### config.mk
export PLATFORM = sky130hd
export DESIGN_NAME = sram_bus_arbiter
export DESIGN_NICKNAME = d
export VERILOG_FILES = /design/src/rtl/sram_bus_arbiter_pkg.sv /design/src/rtl/resp_owner_fifo.sv /design/src/rtl/sram_bus_arbiter.sv
export SDC_FILE = /design/constraint.sdc
export NUM_CORES = 1
export LEC_CHECK = 0
export CAP_MARGIN = 0
export CORE_AREA = 2 2 125 127
export DETAILED_ROUTE_END_ITERATION = 8
export DIE_AREA = 0 0 127 129
export PLACE_DENSITY = 0.64
export RECOVER_POWER = 100
export REMOVE_ABC_BUFFERS = 1
export SLEW_MARGIN = 15
export SYNTH_ARGS = -nofsm -noshare
export SYNTH_HDL_FRONTEND = slang
export SYNTH_SLANG_ARGS = --single-unit
### constraint.sdc
create_clock -name clk -period 2.3 [get_ports clk]
set_input_delay 0.23 -clock clk [delete_from_list [all_inputs] [get_ports clk]]
set_output_delay 0.23 -clock clk [all_outputs]
set_load 0.01 [all_outputs]
### src/rtl/sram_bus_arbiter_pkg.sv
// Shared CPU-level constants for the SRAM bus arbiter: master owner ids and
// the lock-state encoding.
package sram_bus_arbiter_pkg;

    localparam logic OWN_INST = 1'b0;
    localparam logic OWN_DATA = 1'b1;

    typedef enum logic {
        UNLOCKED = 1'b0,
        LOCKED   = 1'b1
    } lock_state_e;

endpackage

### src/rtl/resp_owner_fifo.sv
// In-order FIFO of 1-bit owner ids. Each entry records which master issued an
// accepted request, so responses can be routed back in order.
module resp_owner_fifo #(
    parameter int DEPTH = 2
) (
    input  logic clk,
    input  logic resetn,
    input  logic push,
    input  logic din,
    input  logic pop,
    output logic full,
    output logic empty,
    output logic head
);

    localparam int PTR_W = (DEPTH > 1) ? $clog2(DEPTH) : 1;
    localparam int CNT_W = $clog2(DEPTH + 1);

    logic [DEPTH-1:0] mem;
    logic [PTR_W-1:0] wr_ptr;
    logic [PTR_W-1:0] rd_ptr;
    logic [CNT_W-1:0] count;
    logic             push_ok;
    logic             pop_ok;

    assign full    = (count == CNT_W'(DEPTH));
    assign empty   = (count == '0);
    assign head    = mem[rd_ptr];
    assign push_ok = push && !full;
    assign pop_ok  = pop && !empty;

    function automatic logic [PTR_W-1:0] ptr_inc(input logic [PTR_W-1:0] p);
        return (p == PTR_W'(DEPTH - 1)) ? '0 : p + 1'b1;
    endfunction

    always_ff @(posedge clk or negedge resetn) begin
        if (!resetn) begin
            mem    <= '0;
            wr_ptr <= '0;
            rd_ptr <= '0;
            count  <= '0;
        end else begin
            if (push_ok) begin
                mem[wr_ptr] <= din;
                wr_ptr      <= ptr_inc(wr_ptr);
            end
            if (pop_ok) begin
                rd_ptr <= ptr_inc(rd_ptr);
            end
            // Simultaneous push and pop leaves the count unchanged.
            case ({push_ok, pop_ok})
                2'b10:   count <= count + 1'b1;
                2'b01:   count <= count - 1'b1;
                default: count <= count;
            endcase
        end
    end

endmodule

### src/rtl/sram_bus_arbiter.sv
// Merges the inst-fetch and data SRAM-like ports onto one bus. Data has fixed
// priority; a stalled request locks the grant until the slave accepts it.
module sram_bus_arbiter
    import sram_bus_arbiter_pkg::*;
#(
    parameter int OUTSTANDING = 2
) (
    input  logic        clk,
    input  logic        resetn,
    input  logic        inst_sram_req,
    input  logic        inst_sram_wr,
    input  logic [1:0]  inst_sram_size,
    input  logic [3:0]  inst_sram_wstrb,
    input  logic [31:0] inst_sram_addr,
    input  logic [31:0] inst_sram_wdata,
    output logic        inst_sram_addr_ok,
    output logic        inst_sram_data_ok,
    output logic [31:0] inst_sram_rdata,
    input  logic        data_sram_req,
    input  logic        data_sram_wr,
    input  logic [1:0]  data_sram_size,
    input  logic [3:0]  data_sram_wstrb,
    input  logic [31:0] data_sram_addr,
    input  logic [31:0] data_sram_wdata,
    output logic        data_sram_addr_ok,
    output logic        data_sram_data_ok,
    output logic [31:0] data_sram_rdata,
    output logic        bus_req,
    output logic        bus_wr,
    output logic [1:0]  bus_size,
    output logic [3:0]  bus_wstrb,
    output logic [31:0] bus_addr,
    output logic [31:0] bus_wdata,
    input  logic        bus_addr_ok,
    input  logic        bus_data_ok,
    input  logic [31:0] bus_rdata
);

    lock_state_e state, state_next;
    logic        lock_owner, lock_owner_next;
    logic        grant;
    logic        grant_req;
    logic        fifo_full;
    logic        fifo_empty;
    logic        fifo_head;
    logic        accept;
    logic        resp;

    always_comb begin
        grant = data_sram_req ? OWN_DATA : OWN_INST;
        if (state == LOCKED) grant = lock_owner;
    end

    assign grant_req = (grant == OWN_DATA) ? data_sram_req : inst_sram_req;
    assign bus_req   = resetn && grant_req && !fifo_full;
    assign bus_wr    = (grant == OWN_DATA) ? data_sram_wr    : inst_sram_wr;
    assign bus_size  = (grant == OWN_DATA) ? data_sram_size  : inst_sram_size;
    assign bus_wstrb = (grant == OWN_DATA) ? data_sram_wstrb : inst_sram_wstrb;
    assign bus_addr  = (grant == OWN_DATA) ? data_sram_addr  : inst_sram_addr;
    assign bus_wdata = (grant == OWN_DATA) ? data_sram_wdata : inst_sram_wdata;

    assign accept            = bus_req && bus_addr_ok;
    assign inst_sram_addr_ok = accept && (grant == OWN_INST);
    assign data_sram_addr_ok = accept && (grant == OWN_DATA);

    // A response with nothing outstanding is dropped silently.
    assign resp              = resetn && bus_data_ok && !fifo_empty;
    assign inst_sram_data_ok = resp && (fifo_head == OWN_INST);
    assign data_sram_data_ok = resp && (fifo_head == OWN_DATA);
    assign inst_sram_rdata   = bus_rdata;
    assign data_sram_rdata   = bus_rdata;

    always_ff @(posedge clk or negedge resetn) begin
        if (!resetn) begin
            state      <= UNLOCKED;
            lock_owner <= OWN_INST;
        end else begin
            state      <= state_next;
            lock_owner <= lock_owner_next;
        end
    end

    always_comb begin
        state_next      = state;
        lock_owner_next = lock_owner;
        case (state)
            UNLOCKED: begin
                if (bus_req && !bus_addr_ok) begin
                    state_next      = LOCKED;
                    lock_owner_next = grant;
                end
            end
            LOCKED: begin
                if (bus_addr_ok) state_next = UNLOCKED;
            end
            default: state_next = UNLOCKED;
        endcase
    end

    resp_owner_fifo #(
        .DEPTH (OUTSTANDING)
    ) u_owner_fifo (
        .clk    (clk),
        .resetn (resetn),
        .push   (accept),
        .din    (grant),
        .pop    (resp),
        .full   (fifo_full),
        .empty  (fifo_empty),
        .head   (fifo_head)
    );

endmodule

==> impl_metrics.ini, run 1 <==
[critical_path]
cpMostUsedCell = nand2_1
cp-end-kind = primary output
crit_family = buffers and inverters
critPathKind = reg -> out
critical_path_required_ns = 2.07
path_max_fanout = 18
max_stage_delay_ns = 0.59
startpoint = state
timing.rr.start = lock_owner
cp_cell_sequence = mux2_2 -> buf_6 -> nand2_1 -> nand2_1 -> dlygate4sd3_1
crit_buf_inv = 2
slowest_stage = dlygate4sd3_1
critPathLaunchType = flop
cp.arrival_ns = 1.98

[layout]
drive_above_1_share_pct = 3.885
final_common_cell = clkdlybuf4s50_1
antenna_cells = 0
post-route-util_pct = 26.43
area_growth_pct = 119.0
nNetsFinal = 672
final_cell_mix = clkdlybuf4s50_1 (219), nand2_1 (214), dfrtp_1 (7)

[place]
gp_congestion = 0.7562
port_buffers = 223
dpl.hpwl_microns = 8947

[run]
cap_violations = 0

[sta]
fmax_mhz = 452.1
skew_ns = 0.0004865
worst_pin_slew_ns = 0.3628
setup_violations = 0
tns_ns = 0
finalCritPeriodShare_pct = 96.17
fin_crit_ns = 2.212
hold_violations = 0
slew_headroom_pct = 75.70
drv_slew = 0

[power]
leakage_nw = 1.810
powerDensity_nw_per_um2 = 601.7
power.total_w = 0.002382
vdd_drop_max_v = 0.0002098

[global_route]
grt_pass1_vias = 2472
grt_usage_pct = 11.83
grt_max_degree = 36
grt_overflow_total = 0
grt_pass1_wl_microns = 14480
antenna_found_initial = 0

[route]
vias_per_cell = 3.863
wire_per_inst_microns = 16.10
routed_wl_microns = 10900
drc = 0
drt_iter0_markers = 116
routed-via-count = 2615
ant_nets = 0
drt_first_pass_iters = 4

[clock_network]
cts_tree = yes
clock_path_buffers = 2
clk_latency_ns = 0.23
clkTransAtPathRegs_ns = 0.04
cts_max_level = 1
cts_made_buffers = 3
cts_num_sinks = 8
cts.root.buffer_cell = clkbuf_16

[synth]
yosys_warnings = 0
syn-mean-instance-area_sq_um = 5.429
ys_seq_area_share_pct = 11.07
yosysUniqueCellTypes = 26
syn_inst = 333
ys_ff_latch = 8
syn-cell-area_sq_um = 1808

[floorplan]
io_pins = 320
placementRows = 45
dieWidth_microns = 127
die_h_microns = 129
dieArea_sq_um = 16380
coreArea_sq_um = 14980
start_util_pct = 12.07

[run_status]
outcome = finished clean

[worst_hold_path]
hold_path.class = in -> async
-- per-layer routing --
layer / GRT usage, % / wire, microns / up-vias / part of all wire, %
met3: 11.77 / 2247 / 6 / 21
met5: 11.18 / 185 / - / 1.7
met1: 11.34 / 3926 / 1109 / 36
li1: - / - / 1253 / -
met4: 2.521 / 53 / 4 / 0.49
met2: 17.11 / 4490 / 243 / 41
-- kinds of logic after synthesis --
group           count (synthesis)  share of synthesized area (%)
xor+xnor                        5                          2.422
mux                             5                          3.668
buf+inv                        82                          31.00
flops                           8                          11.07
simple gates                  227                          48.58
fa+ha+maj                       1                         0.6919
compound gates                  5                          2.561
-- state kept, by name, indices dropped and copies added, names as in the netlist --
| register | flops |
|---|---|
| u_owner_fifo.count | 2 |
| u_owner_fifo.mem | 2 |
| lock_owner | 1 |
| u_owner_fifo.wr_ptr | 1 |
| state | 1 |
| u_owner_fifo.rd_ptr | 1 |
-- power by group --
part / total, W / switching [W] / internal [W]
Combinational: 0.00181 / 0.000765 / 0.00105
Sequential: 0.000283 / 0.0000730 / 0.000210
Clock: 0.000289 / 0.0000653 / 0.000224
-- synth_stat cells, drive strengths merged --
cell type	number	share of area, %
nor3b	2	0.83
nand2b	2	0.69
xnor2	4	1.9
o211ai	1	0.42
mux2i	2	1.8
dfrtp	8	11
clkbuf	7	1.5
nand4	1	0.35
buf	74	29
nor4	1	0.35
o31ai	2	1.1
nor2	4	0.83
mux2	3	1.9
xor2	1	0.48
nor2b	1	0.35
a21oi	1	0.48
o21ba	1	0.55
inv	1	0.21
ha	1	0.69
nand3b	1	0.42
nand2	214	44
or2	1	0.35
-- final cells by class --
class | instances | area (sq um)
Sequential cell | 8 | 201.4
Tap cell | 188 | 235.2
Fill cell | 1656 | 11020
Inverter | 1 | 3.754
Multi-Input combinational cell | 243 | 1047
Clock buffer | 3 | 75.07
Timing Repair Buffer | 234 | 2396
-- final timing paths --
check / end / slack (ns) / cells after the start
worst max register to register: u_owner_fifo.count[1] / 0.34 / 7
worst min-delay path: state / 0.22 / 1
worst max-delay path: bus_wr / 0.09 / 5
worst min register to register: u_owner_fifo.rd_ptr / 0.49 / 1
min in group clk: data_sram_rdata[1] / 0.46 / 0
max in group asynchronous: u_owner_fifo.count[0] / 1.73 / 2
-- per-stage QoR --
stage,hold slack (ns),setup slack [ns],instances,area (sq um)
floorplan,-0.06559,0.2547,252,1251
global placement,0.4541,0.001399,672,3836
detailed placement,0.4602,-0.01207,672,3836
CTS,0.2175,0.05740,675,3911
global route,0.2179,-0.0007911,677,3959
finish,0.2159,0.08808,677,3959
-- worst register-to-register path, delay by kind of cell (launching register included) --
family	cells	cell delay (ns)
compound gates	1	0.24
xor+xnor	1	0.15
fa+ha+maj	1	0.29
simple gates	3	0.58
flops	1	0.42
buf+inv	1	0.21
-- timing repair --
action | CTS | global route
buffers inserted | 0 | 1
hold buffers | 0 | 0
cloned | 0 | 1
gates resized for setup | 2 | 2
setup endpoints to repair | 12 | 6
No activity file was read; power rests on OpenSTA's default activity.
==> inputs of run 2 (changes only) <==
- HOLD_SLACK_MARGIN: default -> 0.02
- SKIP_CTS_REPAIR_TIMING: default -> 1
==> impl_metrics.ini, run 2 (same netlist as run 1, synthesis figures left out) <==
[place]
dpl.hpwl_microns = 8947
gp_congestion = 0.7562
place_worst_setup_slack_ns = -0.01207
port_buffers = 223

[floorplan]
die_h_microns = 129
io_pins = 320
start_util_pct = 12.07
dieArea_sq_um = 16380
dieWidth_microns = 127
coreArea_sq_um = 14980
placementRows = 45

[layout]
nNetsFinal = 673
drive_above_1_share_pct = 4.082
area_growth_pct = 119.4
nFillCells = 1653
final_cell_mix = clkdlybuf4s50_1 (222), nand2_1 (214), dfrtp_1 (7)
top_regs = u_owner_fifo.count (2), u_owner_fifo.mem (2)
final_common_cell = clkdlybuf4s50_1
antenna_cells = 0

[sta]
finalWorstSetupSlack_ns = 0.1035
worst_pin_slew_ns = 0.3842
finalCritPeriodShare_pct = 95.50
fmax_mhz = 455.3
slew_headroom_pct = 74.33
setup_violations = 0
holdWs_ns = 0.2144
hold_violations = 0
tns_ns = 0
fin_crit_ns = 2.196
skew_ns = 0.0009212
drv_slew = 0

[run]
cap_violations = 0

[route]
ant_nets = 0
wire_per_inst_microns = 16.08
routed_wl_microns = 10900
drt_iter0_markers = 110
routed-via-count = 2619
vias_per_cell = 3.863
drc = 0
drt_first_pass_iters = 4

[clock_network]
cts_num_sinks = 8
clock_path_buffers = 2
clk_latency_ns = 0.23
cts.root.buffer_cell = clkbuf_16
cts_tree = yes
cts_max_level = 1
clkTransAtPathRegs_ns = 0.04
cts_made_buffers = 3

[critical_path]
cp_cell_sequence = mux2i_4 -> buf_12 -> buf_12 -> nand2_1 -> nand2_1 -> clkdlybuf4s50_1
path_max_fanout = 21
cp.arrival_ns = 1.97
slowest_stage = clkdlybuf4s50_1
cp-end-kind = primary output
max_stage_delay_ns = 0.57
critPathKind = reg -> out
critical_path_required_ns = 2.07
critPathLaunchType = flop

[global_route]
grt_pass1_wl_microns = 14480
antenna_found_initial = 0
grt_usage_pct = 11.83
grt_max_degree = 36
grt_pass1_vias = 2472
grt_overflow_total = 0

[power]
powerDensity_nw_per_um2 = 603.3
leakage_nw = 1.813
vdd_drop_max_v = 0.0002096

[run_status]
outcome = finished clean

[worst_hold_path]
hold_path.class = in -> async
## run 2: changes by cell type in the layout (fill, tap and decap cells not counted), sizes merged
cell           change
dlygate4sd2        -1
dlygate4sd3        -2
clkdlybuf4s50      +3
buf                +1
## run 2: metrics by stage
stage	util (%)	total power, W	area [sq um]	instances
after floorplan	-	0.0009763	1251	252
after global placement	25.61	0.002059	3836	672
after detailed placement	25.61	0.002064	3836	672
after CTS	26.12	0.002367	3911	675
after global routing	26.49	0.002579	3968	678
final	26.49	0.002394	3968	678
## run 2: area by class of cell
cell class	count	area [sq um]	share of cell area, %
repair buffers	235	2401	60.52
multi-input cells	243	1051	26.49
well taps	188	235.2	5.929
flip-flops and latches	8	201.4	5.077
clock buffers	3	75.07	1.892
inverters	1	3.754	0.09461
## run 2: final timing paths
check	end	depth (start not counted)	slack, ns	start
worst min-delay path	lock_owner	1	0.21	resetn
max in group asynchronous	u_owner_fifo.count[0]	2	1.73	resetn
worst min register to register	u_owner_fifo.rd_ptr	1	0.49	u_owner_fifo.rd_ptr
worst max register to register	u_owner_fifo.count[1]	7	0.33	lock_owner
worst max-delay path	bus_wdata[12]	6	0.10	state
min in group clk	lock_owner	2	0.44	data_sram_req
## run 2: critical path: cells and delay by family, from the launching register on
| kind | cells | cell delay (ns) |
|---|---|---|
| multiplexers | 1 | 0.29 |
| buffers and inverters | 3 | 0.87 |
| AND/OR/NAND/NOR | 2 | 0.14 |
| flip-flops | 1 | 0.43 |
## run 2: layer usage
metal  up-vias  track usage, %  wire length [microns]
li1       1255               -                      -
met1      1111           11.34                   3898
met2       243           17.11                   4520
met3         6           11.77                   2243
met4         4           2.521                     53
met5         -           11.18                    185
## run 2: power by group
part           leakage [nW]  switching (W)  internal [W]
Combinational          1.68       0.000766       0.00105
Sequential           0.0950      0.0000735      0.000210
Clock                0.0370      0.0000669      0.000224
Total                  1.81       0.000906       0.00149
==> inputs of run 3 (changes only) <==
- ABC_AREA: default -> 0
- clock period: 2.3 -> 2.4 ns (I/O delays scaled with it)
==> impl_metrics.ini, run 3 (same netlist as run 1, synthesis figures left out) <==
[layout]
antenna_cells = 0
nFillCells = 1655
final_cell_mix = nand2_1 (214), clkdlybuf4s50_1 (162), dlygate4sd3_1 (60)
post-route-util_pct = 26.12
drive_above_1_share_pct = 3.285
nNetsFinal = 670
area_growth_pct = 116.3
top_regs = u_owner_fifo.count (2), u_owner_fifo.mem (2)
postLayoutCellArea_sq_um = 3911
final_common_cell = nand2_1

[global_route]
grt_pass1_wl_microns = 14480
grt_overflow_total = 0
grt_usage_pct = 11.83
grt_max_degree = 36
antenna_found_initial = 0
grt_pass1_vias = 2472

[route]
wire_per_inst_microns = 15.76
drt_first_pass_iters = 6
drt_iter0_markers = 103
ant_nets = 0
routed-via-count = 2605
drc = 0
vias_per_cell = 3.859
routed_wl_microns = 10640

[power]
vdd_drop_max_v = 0.0001996
p_sw_w = 0.0008348
p_clk_share_pct = 13.0
p_int_w = 0.001305
powerDensity_nw_per_um2 = 547.0
p_seq_share_pct = 12.7
swShare_pct = 39.02
leakage_nw = 1.830
combPwrFrac_pct = 74.4

[critical_path]
r2r_cells = 7
r2r_setup_slack_ns = 0.34
path_max_fanout = 18
critical_path_required_ns = 2.16
cp-end-kind = primary output
critPathKind = reg -> out
timing.rr.start = lock_owner
cp.arrival_ns = 2.04
critPathLaunchType = flop
reg2reg_to = u_owner_fifo.count[1]

[sta]
tns_ns = 0
fin_crit_ns = 2.283
holdWs_ns = 0.2959
finalCritPeriodShare_pct = 95.15
slew_headroom_pct = 74.77
rsz0062_at_grt = false
skew_ns = 0.0003531
fmax_mhz = 437.9
setup_violations = 0
drv_slew = 0
worst_pin_slew_ns = 0.3784
hold_violations = 0

[clock_network]
cts_tree = yes
cts_num_sinks = 8
cts_max_level = 1
cts.root.buffer_cell = clkbuf_16
clkTransAtPathRegs_ns = 0.04
clock_path_buffers = 2
clk_latency_ns = 0.23
cts_made_buffers = 3

[floorplan]
dieArea_sq_um = 16380
start_util_pct = 12.07
placementRows = 45
coreArea_sq_um = 14980
die_h_microns = 129
dieWidth_microns = 127
io_pins = 320

[place]
gp_congestion = 0.7562
dpl.hpwl_microns = 8947
port_buffers = 223
placed_area_sq_um = 3836

[worst_hold_path]
hold_path.class = in -> async

[run]
cap_violations = 0

[run_status]
outcome = finished clean
[run 3: metal layers]
metal	wire length, microns	global-route usage [%]	share of wire [%]
met5	185	11.18	1.7
met4	53	2.521	0.50
met3	2292	11.77	22
met2	4436	17.11	42
met1	3668	11.34	34
[run 3: cell type report]
cell class | count | area, sq um | area share [%]
inverters | 1 | 3.754 | 0.09597
clock buffers | 3 | 75.07 | 1.919
flip-flops and latches | 8 | 201.4 | 5.150
well taps | 188 | 235.2 | 6.014
repair buffers | 232 | 2349 | 60.04
multi-input cells | 243 | 1047 | 26.78
[run 3: power groups by stage]
stage               Sequential [W]  Clock [W]  Combinational (W)
CTS                       0.000269   0.000285            0.00171
floorplan                 0.000256          0           0.000680
global route              0.000282   0.000299            0.00174
finish                    0.000271   0.000277            0.00159
global placement          0.000268          0            0.00171
detailed placement        0.000271          0            0.00171
[run 3: critical path: stages (launching register included)]
cell	delay, ns
dfrtp_2	0.44
mux2i_4	0.35
buf_4	0.28
nand2_1	0.10
nand2_1	0.06
dlygate4sd3_1	0.59
[run 3: metrics by stage]
stage	power, W	cells	worst slack [ns]
2_1_floorplan	0.0009356	252	0.3447
3_3_place_gp	0.001974	672	0.08140
3_5_place_dp	0.001978	672	0.06793
4_1_cts	0.002269	675	0.05949
5_1_grt	0.002319	675	0.02935
6_report	0.002139	675	0.1165
[run 3: worst max-delay path by stage]
stage | from | endpoint | slack [ns] | cells after the start
global route | state | bus_wstrb[3] | 0.03 | 5
floorplan | state | bus_addr[0] | 0.34 | 3
finish | state | bus_addr[22] | 0.12 | 5
detailed placement | data_sram_req | bus_addr[26] | 0.07 | 6
CTS | data_sram_req | bus_addr[26] | 0.06 | 6
global placement | data_sram_req | bus_addr[26] | 0.08 | 6
